`src/rtl/rom_arbiter.sv`:
```
// rom_arbiter: boots by checking the ROM header, then shares one registered ROM
// between two read ports with round-robin arbitration and one-cycle latency.
module rom_arbiter #(
    parameter int          ADDR_W       = 8,
    parameter logic [31:0] MAGIC        = 32'h4153524D,
    parameter bit          CHECK_HEADER = 1'b1
) (
    input  logic              clk,
    input  logic              reset,
    input  logic              req0,
    input  logic [ADDR_W-1:0] addr0,
    output logic              ack0,
    output logic              valid0,
    output logic [7:0]        rdata0,
    input  logic              req1,
    input  logic [ADDR_W-1:0] addr1,
    output logic              ack1,
    output logic              valid1,
    output logic [7:0]        rdata1,
    output logic [ADDR_W-1:0] rom_addr,
    output logic              rom_enable,
    input  logic [7:0]        rom_data,
    output logic              boot_done,
    output logic              header_ok
);
    typedef enum logic {BOOT, RUN} state_t;
    localparam state_t RST_STATE = CHECK_HEADER ? BOOT : RUN;

    state_t            state_q, state_d;
    logic [2:0]        cnt_q, cnt_d;
    logic              mism_q, mism_d, ok_q, ok_d, lg_q, lg_d, en_q, en_d;
    logic [1:0]        pend_q, pend_d;
    logic [ADDR_W-1:0] addr_q, addr_d;
    logic [7:0]        d0_q, d0_d, d1_q, d1_d, exp_byte;
    logic              boot, run, last_boot, g0, g1;

    // lg_q is the port granted last; the other port wins a conflict
    always_comb begin
        boot      = state_q == BOOT;
        run       = state_q == RUN;
        last_boot = boot && cnt_q == 3'd4;
        g0        = run & req0 & (~req1 | lg_q);
        g1        = run & req1 & (~req0 | ~lg_q);
        exp_byte  = 8'(MAGIC >> {3'd4 - cnt_q, 3'b000});
        state_d   = last_boot ? RUN : state_q;
        cnt_d     = (boot && !last_boot) ? cnt_q + 3'd1 : cnt_q;
        mism_d    = mism_q | (boot && cnt_q != 3'd0 && rom_data != exp_byte);
        ok_d      = last_boot ? ~mism_d : ok_q;
        lg_d      = g0 ? 1'b0 : g1 ? 1'b1 : lg_q;
        en_d      = boot ? (cnt_q < 3'd4) : (g0 | g1);
        pend_d    = {g1, g0};
        addr_d    = g0 ? addr0 : g1 ? addr1 : addr_q;
        d0_d      = pend_q[0] ? rom_data : d0_q;
        d1_d      = pend_q[1] ? rom_data : d1_q;
    end

    always_ff @(posedge clk or negedge reset) begin
        if (!reset) begin
            state_q <= RST_STATE;
            cnt_q   <= '0;
            mism_q  <= 1'b0;
            ok_q    <= 1'b0;
            lg_q    <= 1'b1;
            en_q    <= 1'b0;
            pend_q  <= '0;
            addr_q  <= '0;
            d0_q    <= '0;
            d1_q    <= '0;
        end else begin
            state_q <= state_d;
            cnt_q   <= cnt_d;
            mism_q  <= mism_d;
            ok_q    <= ok_d;
            lg_q    <= lg_d;
            en_q    <= en_d;
            pend_q  <= pend_d;
            addr_q  <= addr_d;
            d0_q    <= d0_d;
            d1_q    <= d1_d;
        end
    end

    // read data is the ROM output in the return cycle, otherwise the held byte
    assign ack0       = reset & g0;
    assign ack1       = reset & g1;
    assign valid0     = pend_q[0];
    assign valid1     = pend_q[1];
    assign rdata0     = d0_d;
    assign rdata1     = d1_d;
    assign rom_enable = en_q;
    assign rom_addr   = !reset ? '0 : boot ? ADDR_W'(cnt_q) : addr_d;
    assign boot_done  = reset & run;
    assign header_ok  = reset & (CHECK_HEADER ? ok_q : 1'b1);
endmodule

```
`config.mk`:
```
export PLATFORM = sky130hd
export DESIGN_NAME = rom_arbiter
export DESIGN_NICKNAME = d
export VERILOG_FILES = /design/src/rtl/rom_arbiter.sv
export SDC_FILE = /design/constraint.sdc
export NUM_CORES = 1
export LEC_CHECK = 0
export ABC_AREA = 0
export BUFFER_PORTS_ARGS = -buffer_cell sky130_fd_sc_hd__buf_2
export CORE_ASPECT_RATIO = 0.7
export CORE_UTILIZATION = 55
export CTS_BUF_LIST = sky130_fd_sc_hd__clkbuf_4 sky130_fd_sc_hd__clkbuf_8
export DETAILED_ROUTE_END_ITERATION = 10
export PLACE_DENSITY = 0.87
export SLEW_MARGIN = 25
export SYNTH_ARGS = -nofsm -noshare
export SYNTH_HDL_FRONTEND = slang
export SYNTH_SLANG_ARGS = --single-unit
```
`constraint.sdc`:
```
create_clock -name clk -period 6.9 [get_ports clk]
set_clock_uncertainty 0.2 [all_clocks]
set_input_delay 0.345 -clock clk [delete_from_list [all_inputs] [get_ports clk]]
set_output_delay 0.345 -clock clk [all_outputs]
set_load 0.02 [all_outputs]
```
* After elaboration in Yosys (flattened, before gate mapping) *
Index checks and enable logic that the tools add are counted.

word-level totals
  output and inout port bits = 31
  register bits = 34
  bits of input ports = 28

cells by class
  shift operators = 1
  magnitude comparators = 1
  eq/ne operators = 2
  mux-type cells = 9
  bitwise logic cells = 17
  $add $sub $neg = 2
  reductions and logical operators = 7

operators with widths
  kind                                                                 number
  8-bit two-way mux                                                    6
  31-bit by 6-bit >> shifter with 8-bit output (first input constant)  1
  1-bit bitwise AND                                                    8
  8-bit != test                                                        1
  1-bit NOT                                                            5
  1-bit logical AND                                                    4
  1-bit bitwise OR                                                     4
  3-bit by 1-bit adder with 3-bit output (second input constant)       1
  3-bit == test (second input constant)                                1
  3-bit < comparator (second input constant)                           1
  1-bit two-way mux                                                    3
  3-bit nonzero test                                                   1
  3-bit subtractor (first input constant)                              1
  2-bit nonzero test                                                   1
  1-bit zero test                                                      1

* Longest topological paths before layout *
Gate-level depths: netlist (run 1).

  word-level depth = 7
  mapped depth = 7
  gate-level depth less buffers = 7

* Worst setup path after synthesis (run 1) *
No wires, ideal clock.

  kind = register to register
  start = register cnt_q[0]
  end = register mism_q
  arrival time = 2018 ps
  setup slack = 4564 ps
  data required time = 6582 ps
  setup time = 118 ps
  stages on the path, launching flop included = 8
  path buffers = 0
  clock period less this slack = 2336 ps
  cell sequence = dfrtp_1 > inv_1 > ha_1 > ha_1 > a211o_1 > a211o_1 > a211o_1 > a21o_1

on the way
  longest elaborated chain between the ends = 5

ends and longest elaborated chain
  item                                          line  text
  start: declaration                            30    logic [2:0] cnt_q, cnt_d;
  start signal: assignment                      71    cnt_q <= cnt_d;
  3-bit subtractor                              44    exp_byte = 8'(MAGIC >> {3'd4 - cnt_q, 3'b000});
  31-bit by 6-bit >> shifter with 8-bit output  44
  8-bit != test                                 47    mism_d = mism_q | (boot && cnt_q != 3'd0 && rom_data != exp_byte);
  1-bit logical AND *                           47
  1-bit bitwise OR *                            47
  net mism_d                                    31    logic mism_q, mism_d, ok_q, ok_d, lg_q, lg_d, en_q, en_d;
  end signal: assignment                        72    mism_q <= mism_d;
  end: declaration                              31

Mark *: on every way through the listed nets, which the timed path passes. The rest lies on a longest branch.
A chain may end at the register's enable or synchronous reset.

* Worst setup path after layout (run 1) *
  start = input port reset
  end = output port rom_addr[2]

on the way
  longest elaborated chain between the ends = 1

ends and longest elaborated chain
  item                line  text
  start: declaration  9     input logic reset,
  8-bit two-way mux   91    assign rom_addr = !reset ? '0 : boot ? ADDR_W'(cnt_q) : addr_d;
  end: declaration    20    output logic [ADDR_W-1:0] rom_addr,

Every way passes these cells.

==> run summary, run 1 <==
outcome -> completed
fmax -> 0.329 GHz
synth top area cells -> dfrtp_1, mux2_2, ha_1
Initial DRC Count -> 54
initial antenna violation count -> 0
yosys warns -> 0
Die Area -> 3180 µm²
combinational fraction of design power -> 23.5%
DR pass1 iterations -> 4
Met3 Wirelength -> 168 µm
Psw -> 154 µW
final WL -> 3.71 mm
Netlist cell types -> 29
H-tree Lvls -> 2
setup TNS -> 0 ns
clk slew on worst S/H paths -> 0.07 ns
Nets -> 240
Top FF cell, synth -> dfrtp_1
Post-synth top cells -> dfrtp_1, mux2_2, nor2_1
met2 WL post-DR -> 1.84 mm
Worst VDD drop -> 0.000194 V
Post-synth EDFFs -> 0
Port Buffers -> 58
Synth Instances -> 145
crit path DAT -> 2.50 ns
Worst-Skew Late Latency -> 0.29 ns
r2r setup slk -> 4.39 ns
vias in the first global route -> 1121
Worst Tran Pin Value -> 0.796 ns
pin count of the biggest net entering global routing -> 39
num ports -> 59
Worst R2R Start -> cnt_q[0]
most common cell in the netlist -> dfrtp_1
Die Y-Extent -> 47.5 µm
Seq/Total Area, Yosys -> 52.4%
antenna cell count -> 0
antenna viol nets, final -> 0
#FFs+latches synth -> 34
Yosys top cell by area -> dfrtp_1
GRT overflow -> 0
maximum buffer depth of the clock tree -> 2
Pleak -> 0.000999 µW
Crit Path Max Fanout -> 38
hpwl dp -> 2.72 mm
Setup crit end kind -> primary output
Max transition margin -> 46.9%
Final Hold Viols -> 0
reg2reg path depth -> 7
hold crit path type -> in -> reg
fin crit period -> 3.04 ns
CTS buffer count -> 5
pins over their slew limit -> 0
clock root cell -> clkbuf_8
vias per inst -> 5.44
Post-Syn Area -> 1630 µm²
Int Power -> 356 µW
Hold WS -> 0.0418 ns
Area Overhead vs Synth -> 25.5%
worst setup path class -> in -> out
switching part of the total -> 30.3%
endpoints failing setup -> 0
proportion of layout cells with a drive suffix above 1 -> 41.5%
CTS tree -> built
DR WL/cell -> 15.3 µm
Critical Path RT -> 6.36 ns
clock sinks -> 34
clock share of power -> 30.4%
Tot GR Track Use -> 25.1%
Max Cap Violations -> 0
Starting Density -> 58.0%
Flop pwr share -> 46.1%
Worst setup SP type -> input pin
RSZ-0062 raised after global routing -> no
Power Density -> 250 nW/µm²
worst hold start -> req0
Hold EP -> lg_q
hold-critical path depth -> 2
syn avg cell area -> 11.2 µm²
fillcell total -> 203
M1 WL -> 1.66 mm
Yosys top cell area share -> 50.8%
Crit Reg-Reg Endpoint -> mism_q
asr flop ratio synth -> 100%
first-pass GRT wire length -> 5.40 mm
Vias -> 1322
Post-CTS Setup Inserts -> 0
syn nets -> 179
GPL Wtd Cong -> 0.804
Chip Width -> 67.0 µm
row count -> 16
Residual DRC -> 0
core area -> 2800 µm²
top layer in use -> met4
fin crit share -> 44.1%
==> cells by family (layout without fill, tap and decap cells) <==
family	after synthesis	after routing	share of synthesized area [%]
simple gates	32	32	8.54
mux	21	21	14.2
fa+ha+maj	6	6	4.62
compound gates	33	33	14.1
xor+xnor	4	4	2.16
flops	34	34	52.4
buf+inv	15	77	4.00
==> layout by cell type, fill, tap and decap left out, drive strengths merged, types with 2 or more instances in the layout <==
cell type  Yosys  layout
a211o          4       4
a211oi         8       8
a21boi         3       3
a21oi          5       5
a31oi          3       3
and2           3       3
buf            3      59
clkbuf         3       7
dfrtp         33      33
ha             6       6
inv            9       9
mux2          16      16
mux2i          5       5
nand2          9       9
nand4          2       2
nor2          16      16
o21ai          4       4
o31ai          3       3
xnor2          2       2
xor2           2       2
==> metal layers <==
metal  up-vias  GRT usage (%)
met2        45           40.8
met5         -              0
met4         0           12.8
met1       639           32.8
li1        631              -
met3         7           5.71
==> metrics by stage <==
stage | instance area, µm² | instances | power, µW | util, % | worst slack, ns
4_1_cts | 2040 | 243 | 515 | 72.8 | 3.89
6_report | 2040 | 243 | 510 | 72.8 | 3.86
5_1_grt | 2040 | 243 | 533 | 72.8 | 3.66
3_5_place_dp | 1930 | 234 | 359 | 69.0 | 4.40
3_3_place_gp | 1930 | 233 | 350 | 68.8 | 4.18
2_1_floorplan | 1630 | 145 | 313 | - | 4.56
==> worst max path at each step <==
| stage | from | to |
|---|---|---|
| 2_1_floorplan | cnt_q[0] | mism_q |
| 3_3_place_gp | req1 | rom_addr[0] |
| 3_5_place_dp | cnt_q[0] | mism_q |
| 4_1_cts | reset | rom_addr[2] |
| 5_1_grt | reset | rom_addr[2] |
| 6_report | reset | rom_addr[2] |
==> sequential cells by signal, summed over array words and instances (netlist names) <==
register and flops:
d0_q 8, addr_q 8, mism_q 1, lg_q 1, cnt_q 3, run 1, ok_q 1, d1_q 8
pend_q 2, rom_enable 1
==> layout make-up <==
class	instances	area, µm²	area share (%)
repair buffers	60	305	15.0
well taps	36	45.0	2.21
clock inverters	1	5.00	0.245
multi-input cells	96	708	34.7
clock buffers	7	90.1	4.42
inverters	9	33.8	1.66
flip-flops and latches	34	852	41.8
==> power groups by stage <==
stage                     Clock (µW)  Sequential [µW]  Combinational (µW)
after floorplan                    0              234                78.3
after global placement             0              237                 113
after detailed placement           0              239                 119
after CTS                        159              236                 120
after global routing             165              238                 130
final                            155              235                 120
==> worst max-delay path, stage by stage <==
cell           delay, ns
dlygate4sd3_1       0.53
buf_2               0.63
nand2_1             0.38
o31ai_1             0.37
buf_2               0.22
==> repair_timing <==
action | CTS | global route
resized for setup | 0 | 0
endpoints found under the hold margin | 33 | 0
hold buffers | 1 | 0
(Power assumes the default switching activity.)
==> inputs of run 2 (changes only) <==
Settings changed: CORE_UTILIZATION 55 to 46, PLACE_DENSITY 0.87 to 0.78.
Clock period 6.9 ns to 2.5 ns, I/O delays scaled along.
==> run 2 against run 1 <==
  * Sequential power rose to 2.8 times the previous value
  * Non-clock buffer count increased by 29
  * Via count grew 8.9%
  * Critical path type is now reg -> reg
  * Largest cell class unchanged
  * Register-to-register slack worse by 4.3 ns
  * Die area is 19% higher
  * Total power rose to 3.0 times the previous value
  * Flip-flop and latch count did not move
  * Clock-buffer cell count unchanged
  * Hold slack lost 0.012 ns
  * Global-route usage fell by 0.52 points
  * Worst setup slack got worse by 3.8 ns
==> run summary, run 2 (same netlist as run 1, synthesis figures left out) <==
Port Buffers -> 58 (unchanged)
fin crit period -> 2.42 ns
CTS buffer count -> 5 (unchanged)
Pleak -> 0.00113 µW (+13%)
antenna cell count -> 0 (unchanged)
Psw -> 422 µW (+170%)
Max transition margin -> 70.1% (+23 points)
Worst Tran Pin Value -> 0.447 ns (-0.349 ns)
reg2reg path depth -> 7 (unchanged)
endpoints failing setup -> 0 (unchanged)
Critical Path RT -> 2.47 ns (-3.89 ns)
worst setup path class -> reg -> reg
Inst Count DP -> 248 (+6.0%)
Max stage delay on crit path -> 0.41 ns (-0.22 ns)
clk slew on worst S/H paths -> 0.07 ns (about the same)
CTS tree -> built
CP dominant cell by count -> a211o_1
clock sinks -> 34 (unchanged)
Residual DRC -> 0 (unchanged)
CP cell instances -> inv_1 -> ha_1 -> ha_1 -> a211o_1 -> a211o_1 -> a211o_1 -> a21o_1
Post-CTS Setup Inserts -> 0 (unchanged)
Starting Density -> 49.9% (-8.0 points)
fmax -> 0.413 GHz
proportion of layout cells with a drive suffix above 1 -> 38.6% (-3.0 points)
Worst VDD drop -> 0.000534 V (+180%)
final WL -> 4.15 mm (+12%)
vias per inst -> 5.08 (-6.5%)
maximum buffer depth of the clock tree -> 2 (unchanged)
CP max-delay cell -> dfrtp_2
H-tree Lvls -> 2 (unchanged)
Vias -> 1439 (+8.9%)
Int Power -> 1110 µW (+210%)
critical path depth -> 7 (+2)
GPL Wtd Cong -> 0.769 (-4.4%)
DR WL/cell -> 14.7 µm (-4.0%)
Crit path max-delay family -> compound AO/OA/AOI/OAI gates
clock share of power -> 33.0% (+2.6 points)
GRT overflow -> 0 (unchanged)
vias in the first global route -> 1427 (+27%)
RSZ-0062 raised after global routing -> no
Die Y-Extent -> 51.7 µm (+9.0%)
CP Buf/Inv Count -> 1 (-2)
antenna viol nets, final -> 0 (unchanged)
switching part of the total -> 27.5% (-2.7 points)
core area -> 3250 µm² (+16%)
initial antenna violation count -> 0 (unchanged)
Non-Filler Instances -> 283 (+16%)
row count -> 17 (+1)
Worst setup SP type -> flop
Initial DRC Count -> 57 (+5.6%)
crit path DAT -> 2.39 ns (-0.11 ns)
Tot GR Track Use -> 24.6% (-0.52 points)
total power -> 1530 µW (+200%)
largest registers -> addr_q x8, d0_q x8, d1_q x8
Setup crit end kind -> flop
clock root cell -> clkbuf_8
utilization after layout -> 72.5% (-0.26 points)
Max Cap Violations -> 0 (unchanged)
fin crit share -> 96.8%
Worst-Skew Late Latency -> 0.28 ns (about the same)
DR pass1 iterations -> 4 (unchanged)
pins over their slew limit -> 0 (unchanged)
commonest non-fill, non-tap cell in the layout -> buf_2
Area Overhead vs Synth -> 45.2%
setup TNS -> 0 ns (unchanged)
pin count of the biggest net entering global routing -> 33 (-15%)
Power Density -> 650 nW/µm² (+160%)
first-pass GRT wire length -> 6.73 mm (+25%)
Final Hold Viols -> 0 (unchanged)
combinational fraction of design power -> 24.8% (+1.3 points)
outcome -> completed
Crit Path Max Fanout -> 6 (-84%)
Chip Width -> 73.0 µm (+9.1%)
Flop pwr share -> 42.2% (-3.9 points)
hpwl dp -> 2.71 mm (-0.23%)
Nets -> 269 (+12%)
hold crit path type -> in -> reg
num ports -> 59 (unchanged)
hold-critical path depth -> 3 (+1)
commonest non-fill, non-tap cells in the layout -> buf_2, dfrtp_1, dlygate4sd3_1
Die Area -> 3780 µm² (+19%)
-- run 2: cell type report --
cell class	count	area, µm²
Inverter	9	33.8
Multi-Input combinational cell	96	709
Tap cell	47	58.8
Sequential cell	34	853
Clock inverter	1	30.0
Fill cell	212	895
Clock buffer	7	83.8
Timing Repair Buffer	89	591
-- run 2: worst paths after layout --
path	startpoint	end	slack (ns)
min	addr1[5]	addr_q[5]	0.03
max reg2reg	cnt_q[1]	mism_q	0.08
max in group asynchronous	reset	addr_q[2]	1.26
min in group asynchronous	reset	pend_q[0]	0.30
max	cnt_q[1]	mism_q	0.08
min reg2reg	mism_q	mism_q	0.27
-- run 2: through the flow --
stage	instance area [µm²]	setup slack (ns)	hold slack (ns)
after detailed placement	1970	0.108	-0.234
final	2360	0.0807	0.0296
after global placement	1970	0.194	-0.241
after CTS	2360	0.0525	0.0245
after floorplan	1630	0.164	-0.371
after global routing	2360	0.00735	0.0495
-- run 2: worst reg2reg max path: stages, from the launching register on --
cell and delay (ns):
dfrtp_2 0.41, inv_1 0.10, ha_1 0.22, ha_1 0.36, a211o_1 0.31, a211o_1 0.28, a211o_1 0.25, a21o_1 0.18
-- run 2: what timing repair did --
| item | 4_1_cts | 5_1_grt |
|---|---|---|
| hold endpoints to repair | 59 | 0 |
| endpoints found under the setup margin | 0 | 3 |
| hold buffers | 27 | 0 |
| gates resized for setup | 0 | 2 |
-- run 2: per-layer routing --
layer	part of all wire [%]	wire, µm	global-route usage, %
met1	44	1820	30.1
met2	51	2120	42.4
met3	4.0	164	4.26
met4	1.2	49	12.1
met5	0	0	0
-- run 2: power groups by stage --
stage / clock [µW] / combinational (µW) / sequential [µW]
detailed placement: 0 / 327 / 658
global route: 536 / 408 / 657
global placement: 0 / 317 / 653
floorplan: 0 / 216 / 646
CTS: 513 / 377 / 648
finish: 506 / 380 / 648
==> inputs of run 3 (changes only) <==
Settings changed: BUFFER_PORTS_ARGS -buffer_cell sky130_fd_sc_hd__buf_2 to -buffer_cell sky130_fd_sc_hd__buf_4, GPL_TIMING_DRIVEN set to 0, HOLD_SLACK_MARGIN set to 0.08.
==> run 3 against run 2 <==
  * Register-to-register slack better by 0.03 ns
  * Combinational power increased by 19%
  * Critical path type unchanged
  * Non-clock buffer count increased by 4
  * Critical endpoint unchanged
  * Clock-buffer cell count unchanged
  * Cell area increased by 6.3%
  * Largest power group unchanged
==> run summary, run 3 (same netlist as run 1, synthesis figures left out) <==
outcome -> completed
CP Buf/Inv Count -> 1 (unchanged)
CTS buffer count -> 5 (unchanged)
pins over their slew limit -> 0 (unchanged)
fin crit share -> 95.6% (-1.1 points)
Placement Setup Slack -> -0.00884 ns (-0.117 ns)
Vias -> 1458 (+1.3%)
antenna viol nets, final -> 0 (unchanged)
CP cell instances -> inv_2 -> ha_1 -> ha_2 -> a211o_1 -> a211o_1 -> a211o_1 -> a21o_1
Power Density -> 605 nW/µm² (-6.9%)
Setup crit end kind -> flop
clock root cell -> clkbuf_8
commonest non-fill, non-tap cells in the layout -> buf_4, dfrtp_1, dlygate4sd3_1
Hold WS -> 0.153 ns (+0.124 ns)
final WL -> 4.08 mm (-1.7%)
num ports -> 59 (unchanged)
worst setup path class -> reg -> reg
core area -> 3250 µm² (unchanged)
row count -> 17 (unchanged)
Max stage delay on crit path -> 0.46 ns (+0.05 ns)
utilization after layout -> 77.0% (+4.5 points)
Final Hold Viols -> 0 (unchanged)
Inst Count DP -> 250 (+0.81%)
clk slew on worst S/H paths -> 0.07 ns (about the same)
DR WL/cell -> 14.2 µm (-3.1%)
Worst VDD drop -> 0.000426 V (-20%)
hold crit path type -> in -> async
Residual DRC -> 0 (unchanged)
Die Y-Extent -> 51.7 µm (unchanged)
GRT overflow -> 0 (unchanged)
Tot GR Track Use -> 24.5% (-0.15 points)
antenna cell count -> 0 (unchanged)
fmax -> 0.418 GHz (+1.2%)
Nets -> 273 (+1.5%)
Initial DRC Count -> 59 (+3.5%)
Port Buffers -> 58 (unchanged)
Critical Path RT -> 2.47 ns (about the same)
DR pass1 iterations -> 6 (+2)
endpoints failing setup -> 0 (unchanged)
Pleak -> 0.00117 µW (+3.9%)
H-tree Lvls -> 2 (unchanged)
setup slack after layout -> 0.109 ns (+0.0284 ns)
Max transition margin -> 68.1% (-2.0 points)
Area Overhead vs Synth -> 54.3%
initial antenna violation count -> 0 (unchanged)
CP dominant cell by count -> a211o_1
GPL Wtd Cong -> 0.761 (-0.95%)
M1 WL -> 1.81 mm (-0.55%)
Chip Width -> 73.0 µm (unchanged)
crit path DAT -> 2.36 ns (-0.03 ns)
proportion of layout cells with a drive suffix above 1 -> 38.8% (+0.19 points)
top layer in use -> met4
hpwl dp -> 2.64 mm (-2.6%)
vias in the first global route -> 1434 (+0.49%)
Met3 Wirelength -> 180 µm (+9.8%)
Non-Filler Instances -> 287 (+1.4%)
first-pass GRT wire length -> 6.76 mm (+0.42%)
Crit Path Max Fanout -> 6 (unchanged)
total power -> 1520 µW (-1.1%)
Worst setup SP type -> flop
Worst-Skew Late Latency -> 0.28 ns (about the same)
commonest non-fill, non-tap cell in the layout -> buf_4
Crit path max-delay family -> compound AO/OA/AOI/OAI gates
maximum buffer depth of the clock tree -> 2 (unchanged)
Worst Tran Pin Value -> 0.479 ns (+0.0317 ns)
Max Cap Violations -> 0 (unchanged)
fin crit period -> 2.39 ns (-0.0284 ns)
pin count of the biggest net entering global routing -> 39 (+18%)
CTS tree -> built
Die Area -> 3780 µm² (unchanged)
largest registers -> addr_q x8, d0_q x8, d1_q x8
clock sinks -> 34 (unchanged)
Starting Density -> 49.9% (unchanged)
r2r setup slk -> 0.11 ns (+0.03 ns)
CP max-delay cell -> dfrtp_2
vias per inst -> 5.08 (about the same)
met2 WL post-DR -> 2.05 mm (-2.9%)
-- run 3: layout make-up --
cell class / instances / area, µm²
Buffer: 6 / 32.5
Clock buffer: 7 / 90.1
Clock inverter: 1 / 5.00
Fill cell: 206 / 747
Inverter: 9 / 33.8
Multi-Input combinational cell: 96 / 711
Sequential cell: 34 / 853
Tap cell: 47 / 58.8
Timing Repair Buffer: 87 / 723
-- run 3: per-layer routing --
layer  vias up  track usage [%]
met3         4             6.01
met1       713             31.1
li1        696                -
met2        45             41.5
met4         0             7.19
met5         -                0
-- run 3: timing repair --
item,in CTS,in global routing
hold endpoints to repair,62,0
hold buffers,28,0
resized for setup,1,4
setup endpoints to repair,1,13
buffers inserted,0,1
-- run 3: final timing paths --
check                           cells past startpoint       to  startpoint
worst max-delay path                                7   mism_q    cnt_q[0]
worst min-delay path                                2  d0_q[1]       reset
worst max register to register                      7   mism_q    cnt_q[0]
worst min register to register                      1   mism_q      mism_q
max in group asynchronous                           2     lg_q       reset
min in group clk                                    1   mism_q      mism_q
-- run 3: metrics by stage --
stage	area (µm²)	setup TNS (ns)
floorplan	1630	0
global placement	2120	0
detailed placement	2120	-0.00884
CTS	2500	0
global route	2510	-0.00892
finish	2510	0
-- run 3: power by group --
group	leakage, µW	total (µW)	internal [µW]	switching, µW
Sequential	0.000389	640	619	21.5
Combinational	0.000731	451	226	225
Clock	0.0000517	425	233	193
Total	0.00117	1520	1080	439
